==> src/rtl/osc_freq_meter_if.sv <==
// Control/result bundle for osc_freq_meter.
//   master (requester) : drives start, cont, gate_len, ch_sel; reads results
//   slave  (meter)     : reads the controls; drives count_out, ovf, busy, done
//   start     level-sampled measurement request
//   cont      continuous re-arm after every window
//   gate_len  window length in clk cycles (0 = 2^GATE_W)
//   ch_sel    result channel shown on count_out
//   count_out result of channel ch_sel (0 when out of range)
//   ovf       per-channel saturation flags of the last completed window
//   busy      measurement in progress
//   done      one-cycle pulse, new results visible
interface osc_freq_meter_if #(
    parameter int NCH    = 4,
    parameter int CNT_W  = 16,
    parameter int GATE_W = 16,
    parameter int CH_W   = (NCH > 1) ? $clog2(NCH) : 1
);
    logic              start;
    logic              cont;
    logic [GATE_W-1:0] gate_len;
    logic [CH_W-1:0]   ch_sel;
    logic [CNT_W-1:0]  count_out;
    logic [NCH-1:0]    ovf;
    logic              busy;
    logic              done;

    modport master (
        output start, cont, gate_len, ch_sel,
        input  count_out, ovf, busy, done
    );

    modport slave (
        input  start, cont, gate_len, ch_sel,
        output count_out, ovf, busy, done
    );
endinterface

==> src/rtl/osc_freq_meter.sv <==
// Multi-channel oscillator frequency meter: counts rising edges of each
// asynchronous osc_in bit over a programmable gate window of clk cycles.
//   clk    system clock, rising edge
//   rst_n  asynchronous active-low reset
//   ena    block enable; low returns to IDLE and clears the counters
//   osc_in asynchronous oscillator inputs, one per channel
//   bus    control/result bundle (slave side), see osc_freq_meter_if
module osc_freq_meter #(
    parameter int NCH    = 4,
    parameter int CNT_W  = 16,
    parameter int GATE_W = 16
) (
    input  logic           clk,
    input  logic           rst_n,
    input  logic           ena,
    input  logic [NCH-1:0] osc_in,
    osc_freq_meter_if.slave bus
);

    typedef enum logic [1:0] {IDLE, ARM, GATE, LATCH} state_t;

    state_t            state;
    logic [NCH-1:0]    sync1, sync2, hist, rise;
    logic [GATE_W-1:0] timer;
    logic [CNT_W-1:0]  cnt [NCH];
    logic [CNT_W-1:0]  res [NCH];
    logic [NCH-1:0]    pend;
    logic [NCH-1:0]    ovf_r;
    logic              busy_r;
    logic              done_r;
    logic [CNT_W-1:0]  count_mux;

    // Two-flop synchroniser plus history flop per channel.
    always_ff @(posedge clk or negedge rst_n) begin
        if (!rst_n) begin
            sync1 <= '0;
            sync2 <= '0;
            hist  <= '0;
        end else begin
            sync1 <= osc_in;
            sync2 <= sync1;
            hist  <= sync2;
        end
    end

    assign rise = sync2 & ~hist;

    always_ff @(posedge clk or negedge rst_n) begin
        if (!rst_n) begin
            state  <= IDLE;
            timer  <= '0;
            pend   <= '0;
            ovf_r  <= '0;
            busy_r <= 1'b0;
            done_r <= 1'b0;
            for (int unsigned i = 0; i < NCH; i++) begin
                cnt[i] <= '0;
                res[i] <= '0;
            end
        end else begin
            done_r <= 1'b0;
            if (!ena) begin
                state  <= IDLE;
                busy_r <= 1'b0;
                pend   <= '0;
                for (int unsigned i = 0; i < NCH; i++) cnt[i] <= '0;
            end else begin
                case (state)
                    IDLE: begin
                        if (bus.start || bus.cont) begin
                            state  <= ARM;
                            busy_r <= 1'b1;
                        end
                    end
                    ARM: begin
                        pend <= '0;
                        for (int unsigned i = 0; i < NCH; i++) cnt[i] <= '0;
                        // Timer holds remaining GATE cycles minus one; the
                        // wrap of 0-1 gives the 2^GATE_W window for gate_len=0.
                        timer <= bus.gate_len - 1'b1;
                        state <= GATE;
                    end
                    GATE: begin
                        for (int unsigned i = 0; i < NCH; i++) begin
                            if (rise[i]) begin
                                if (cnt[i] == '1) pend[i] <= 1'b1;
                                else              cnt[i]  <= cnt[i] + 1'b1;
                            end
                        end
                        timer <= timer - 1'b1;
                        if (timer == '0) state <= LATCH;
                    end
                    LATCH: begin
                        for (int unsigned i = 0; i < NCH; i++) res[i] <= cnt[i];
                        ovf_r  <= pend;
                        done_r <= 1'b1;
                        if (bus.cont) begin
                            state <= ARM;
                        end else begin
                            state  <= IDLE;
                            busy_r <= 1'b0;
                        end
                    end
                    default: begin
                        state  <= IDLE;
                        busy_r <= 1'b0;
                    end
                endcase
            end
        end
    end

    always_comb begin
        count_mux = '0;
        for (int unsigned i = 0; i < NCH; i++) begin
            if (32'(bus.ch_sel) == i) count_mux = res[i];
        end
    end

    assign bus.count_out = count_mux;
    assign bus.ovf       = ovf_r;
    assign bus.busy      = busy_r;
    assign bus.done      = done_r;

endmodule

==> src/flat_wrapper.sv <==
// flat-port wrapper written by rule: the top's interface ports become plain ports
module osc_freq_meter_flat 
#(
    parameter int NCH    = 4,
    parameter int CNT_W  = 16,
    parameter int GATE_W = 16
)
  (clk, rst_n, ena, osc_in, bus_start, bus_cont, bus_gate_len, bus_ch_sel, bus_count_out, bus_ovf, bus_busy, bus_done);
  osc_freq_meter_if #(.NCH(NCH), .CNT_W(CNT_W), .GATE_W(GATE_W)) bus_i ();
  input  logic clk;
  input  logic rst_n;
  input  logic ena;
  input  logic [NCH-1:0] osc_in;
  input wire logic [$bits(bus_i.start)-1:0] bus_start;
  input wire logic [$bits(bus_i.cont)-1:0] bus_cont;
  input wire logic [$bits(bus_i.gate_len)-1:0] bus_gate_len;
  input wire logic [$bits(bus_i.ch_sel)-1:0] bus_ch_sel;
  output wire logic [$bits(bus_i.count_out)-1:0] bus_count_out;
  output wire logic [$bits(bus_i.ovf)-1:0] bus_ovf;
  output wire logic [$bits(bus_i.busy)-1:0] bus_busy;
  output wire logic [$bits(bus_i.done)-1:0] bus_done;
  assign bus_i.start = bus_start;
  assign bus_i.cont = bus_cont;
  assign bus_i.gate_len = bus_gate_len;
  assign bus_i.ch_sel = bus_ch_sel;
  assign bus_count_out = bus_i.count_out;
  assign bus_ovf = bus_i.ovf;
  assign bus_busy = bus_i.busy;
  assign bus_done = bus_i.done;
  osc_freq_meter #(.NCH(NCH), .CNT_W(CNT_W), .GATE_W(GATE_W)) u_core (.clk(clk), .rst_n(rst_n), .ena(ena), .osc_in(osc_in), .bus(bus_i));
endmodule
==> config.mk <==
export PLATFORM = sky130hd
export DESIGN_NAME = osc_freq_meter_flat
export DESIGN_NICKNAME = d
export VERILOG_FILES = /design/src/rtl/osc_freq_meter_if.sv /design/src/rtl/osc_freq_meter.sv /design/src/flat_wrapper.sv
export SDC_FILE = /design/constraint.sdc
export NUM_CORES = 1
export LEC_CHECK = 0
export CORE_MARGIN = 2
export CORE_UTILIZATION = 55
export DETAILED_ROUTE_END_ITERATION = 7
export GPL_TIMING_DRIVEN = 0
export PLACE_DENSITY = 0.72
export SYNTH_ARGS = -nofsm -noshare
export SYNTH_HDL_FRONTEND = slang
export SYNTH_SLANG_ARGS = --single-unit
==> constraint.sdc <==
create_clock -name clk -period 8.85 [get_ports clk]
set_clock_uncertainty 0.1 [all_clocks]
set_input_delay 1.77 -clock clk [delete_from_list [all_inputs] [get_ports clk]]
set_output_delay 1.77 -clock clk [all_outputs]
set_load 0.01 [all_outputs]
==> results.yml <==
run_status:
  outcome: "complete, no violations"
cts:
  insertion_delay_ns: 0.43
  post_cts_buffers: 0
  numCtsBuffers: 17
  cts_max_level: 4
  cts.clk_slew.worst_paths_ns: 0.06
  clockRootBuffer: "clkbuf_16"
  cts.sinks: 168
  cts_tree: "done"
  post_cts_resized: 0
  cts_hold_buf: 0
  clock_path_buffers: 2
synthesis:
  yosysWarnings: 0
  synth_fa_ha_area_share_pct: 1.48
  synth_mux_area_share_pct: 14.9
  ys.flop_type: "dfrtp_1"
  synth-seq-cells: 168
  synth_compound_area_share_pct: 9.87
  synth_top_family_by_area: "simple AND/OR/NAND/NOR gates"
  synthArstFlopShare_pct: 100
  synth_xor_area_share_pct: 5.16
  yosysUniqueCellTypes: 59
  yosysSeqAreaShare_pct: 49.6
  avgSynthCellArea_um2: 11.2
  syn_area_mm2: 0.00848
  synth_cells: 759
  syn-num-nets: 796
  yosys.area_share.simple_pct: 16.9
  synth-edff-count: 0
sta:
  tightest_slew_ns: 0.928
  fin_crit_ns: 5.95
  clock.fmax_mhz: 168
  slew_headroom_pct: 37.9
  grt_setup_unrepaired: "false"
  setup_violations: 0
  drv_slew: 0
  timing.final.crit_share_pct: 67.2
  finalHoldViolations: 0
  tns_ns: 0
worst_setup_path:
  cp_max_fo: 10
  start_kind: "input pin"
  crit_arrival_ns: 4.08
  reg2reg_slack_ns: 4.32
  end_kind: "output port"
  cp_data_required_time_ns: 6.98
  worst_r2r_path_depth: 12
  path_class: "input pin to output port"
hold_path:
  hold_depth: 0
  min_path_type: "flop to flop"
die:
  die-area_mm2: 0.0164
  initial_core_util_pct: 56.0
  die_w_um: 128
  die_y_um: 128
  rows: 45
  io_pins: 49
  core_area_mm2: 0.0151
power_and_ir_drop:
  power.density_mw_per_mm2: 212
  ir_worst_vdd_v: 0.000151
  finalPower_mw: 2.07
  leakage_nw: 4.10
layout:
  fin_area_mm2: 0.00979
  fin_util_pct: 64.6
  fin_nets: 862
  layout-drive-gt1-share_pct: 14.8
  final_cells: 1026
  area_delta_synth_final_pct: 15.4
  nFillCells: 1178
  n_antenna_cell: 0
placed_design:
  placed_cells: 994
  hpwlAfterDp_um: 15300
  place.gp.congestion: 0.908
  placed_area_mm2: 0.00921
  io_buffers: 46
grt:
  grt_pass1_wl_um: 34600
  track_usage_pct: 27.8
  antenna_found_initial: 0
  grt_max_degree: 110
  grt_pass1_vias: 6375
  grt_overflow_total: 0
route:
  drc: 0
  drtIter0Drc: 590
  firstDrtPassIters: 7
  antenna_left: 0
  via_per_inst: 6.42
  wire_per_inst_um: 20.9
  routed-via-count: 6588
  totalWireLength_um: 21400
job:
  drv_cap: 0
## metal layers
metal	up-vias	track usage, %	share of wire [%]
met1	3354	39.4	45
met3	34	5.88	6.7
li1	2962	-	-
met4	0	8.27	1.6
met2	238	43.5	47
met5	-	0	0
## flip-flops by register name (all words and copies together), names as in the netlist
name / count
u_core.cnt: 64
u_core.res: 64
u_core.timer: 16
u_core.bus.ovf: 4
u_core.hist: 4
u_core.pend: 4
u_core.sync1: 4
u_core.sync2: 4
u_core.state: 2
u_core.bus.busy: 1
u_core.bus.done: 1
## report_power, final
group | switching [mW] | total, mW | internal, mW | leakage [nW]
Clock | 0.322 | 0.739 | 0.417 | 0.269
Sequential | 0.0632 | 0.884 | 0.821 | 2.28
Combinational | 0.292 | 0.449 | 0.157 | 1.55
## final timing paths
kind                                              from                            to
max                                      bus_ch_sel[0]              bus_count_out[6]
min                          u_core.sync1[2]$_DFF_PN0_     u_core.sync2[2]$_DFF_PN0_
max reg2reg                u_core.state[0]$_DFFE_PN0P_  u_core.timer[14]$_DFFE_PN0P_
min reg2reg                  u_core.sync1[2]$_DFF_PN0_     u_core.sync2[2]$_DFF_PN0_
max in group asynchronous                        rst_n    u_core.res[12]$_DFFE_PN0P_
min in group asynchronous                        rst_n   u_core.bus.busy$_DFFE_PN0P_
## worst max-delay path, stage by stage
cell and delay (ns):
clkbuf_1 0.51, buf_1 0.65, mux4_2 0.64, clkdlybuf4s50_1 0.50
## cell families after synthesis
| group | Yosys count |
|---|---|
| xor+xnor | 50 |
| compound gates | 122 |
| simple gates | 264 |
| flops | 168 |
| mux | 98 |
| fa+ha+maj | 10 |
| buf+inv | 47 |
## cells in the final DEF (no fill, tap or decap), types with 17 or more instances in the layout
cell type	n
dfrtp_1	168
clkdlybuf4s50_1	45
nor2_1	59
o21ai_0	27
nand2_1	50
xnor2_1	20
clkbuf_16	17
clkbuf_1	29
xor2_1	30
nand3_1	28
mux2_2	68
nand4_1	20
a21oi_1	24
## stage by stage
| step | worst slack [ns] | hold slack, ns |
|---|---|---|
| 2_1_floorplan | 3.68 | 0.231 |
| 3_3_place_gp | -0.842 | 0.233 |
| 3_5_place_dp | 2.86 | 0.236 |
| 4_1_cts | 2.85 | 0.251 |
| 5_1_grt | 2.73 | 0.259 |
| 6_report | 2.90 | 0.250 |
## Yosys cell counts, drive strengths merged, types with 3 or more instances
library cell	number	area share [%]
o31ai	3	0.27
and3	11	0.81
nand2b	3	0.22
nand2	50	2.2
xnor2	20	2.1
o211ai	13	1.2
clkbuf	28	1.2
a221o	4	0.47
buf	8	0.35
nand4	20	1.5
and2	10	0.74
o221ai	3	0.31
a221oi	4	0.49
nand4b	4	0.41
a31oi	5	0.37
nand3b	12	1.1
nor2	59	2.6
nor3	15	0.89
a211oi	3	0.27
nor4	4	0.30
xor2	30	3.1
dfrtp	168	50
o22ai	6	0.44
inv	11	0.49
or4	10	0.97
ha	10	1.5
or3	9	0.66
and4	12	1.2
o21ai	33	1.9
a21oi	24	1.4
mux2	69	9.2
mux2i	13	1.5
a22o	3	0.31
o2111ai	5	0.52
nor4b	4	0.41
mux4	16	4.2
nor3b	8	0.71
nand3	28	1.7
a2111oi	4	0.71
## layout make-up
cell class                      instances  area (µm²)  share of cell area [%]
Sequential cell                       168        4200                    43.0
Multi-Input combinational cell        544        4100                    41.9
Timing Repair Buffer                   47         493                    5.04
Clock buffer                           18         429                    4.38
Tap cell                              188         235                    2.40
Clock inverter                         14         151                    1.55
Buffer                                 36         135                    1.38
Inverter                               11        41.3                   0.422
Note: power is estimated with default switching activity, not from simulation.
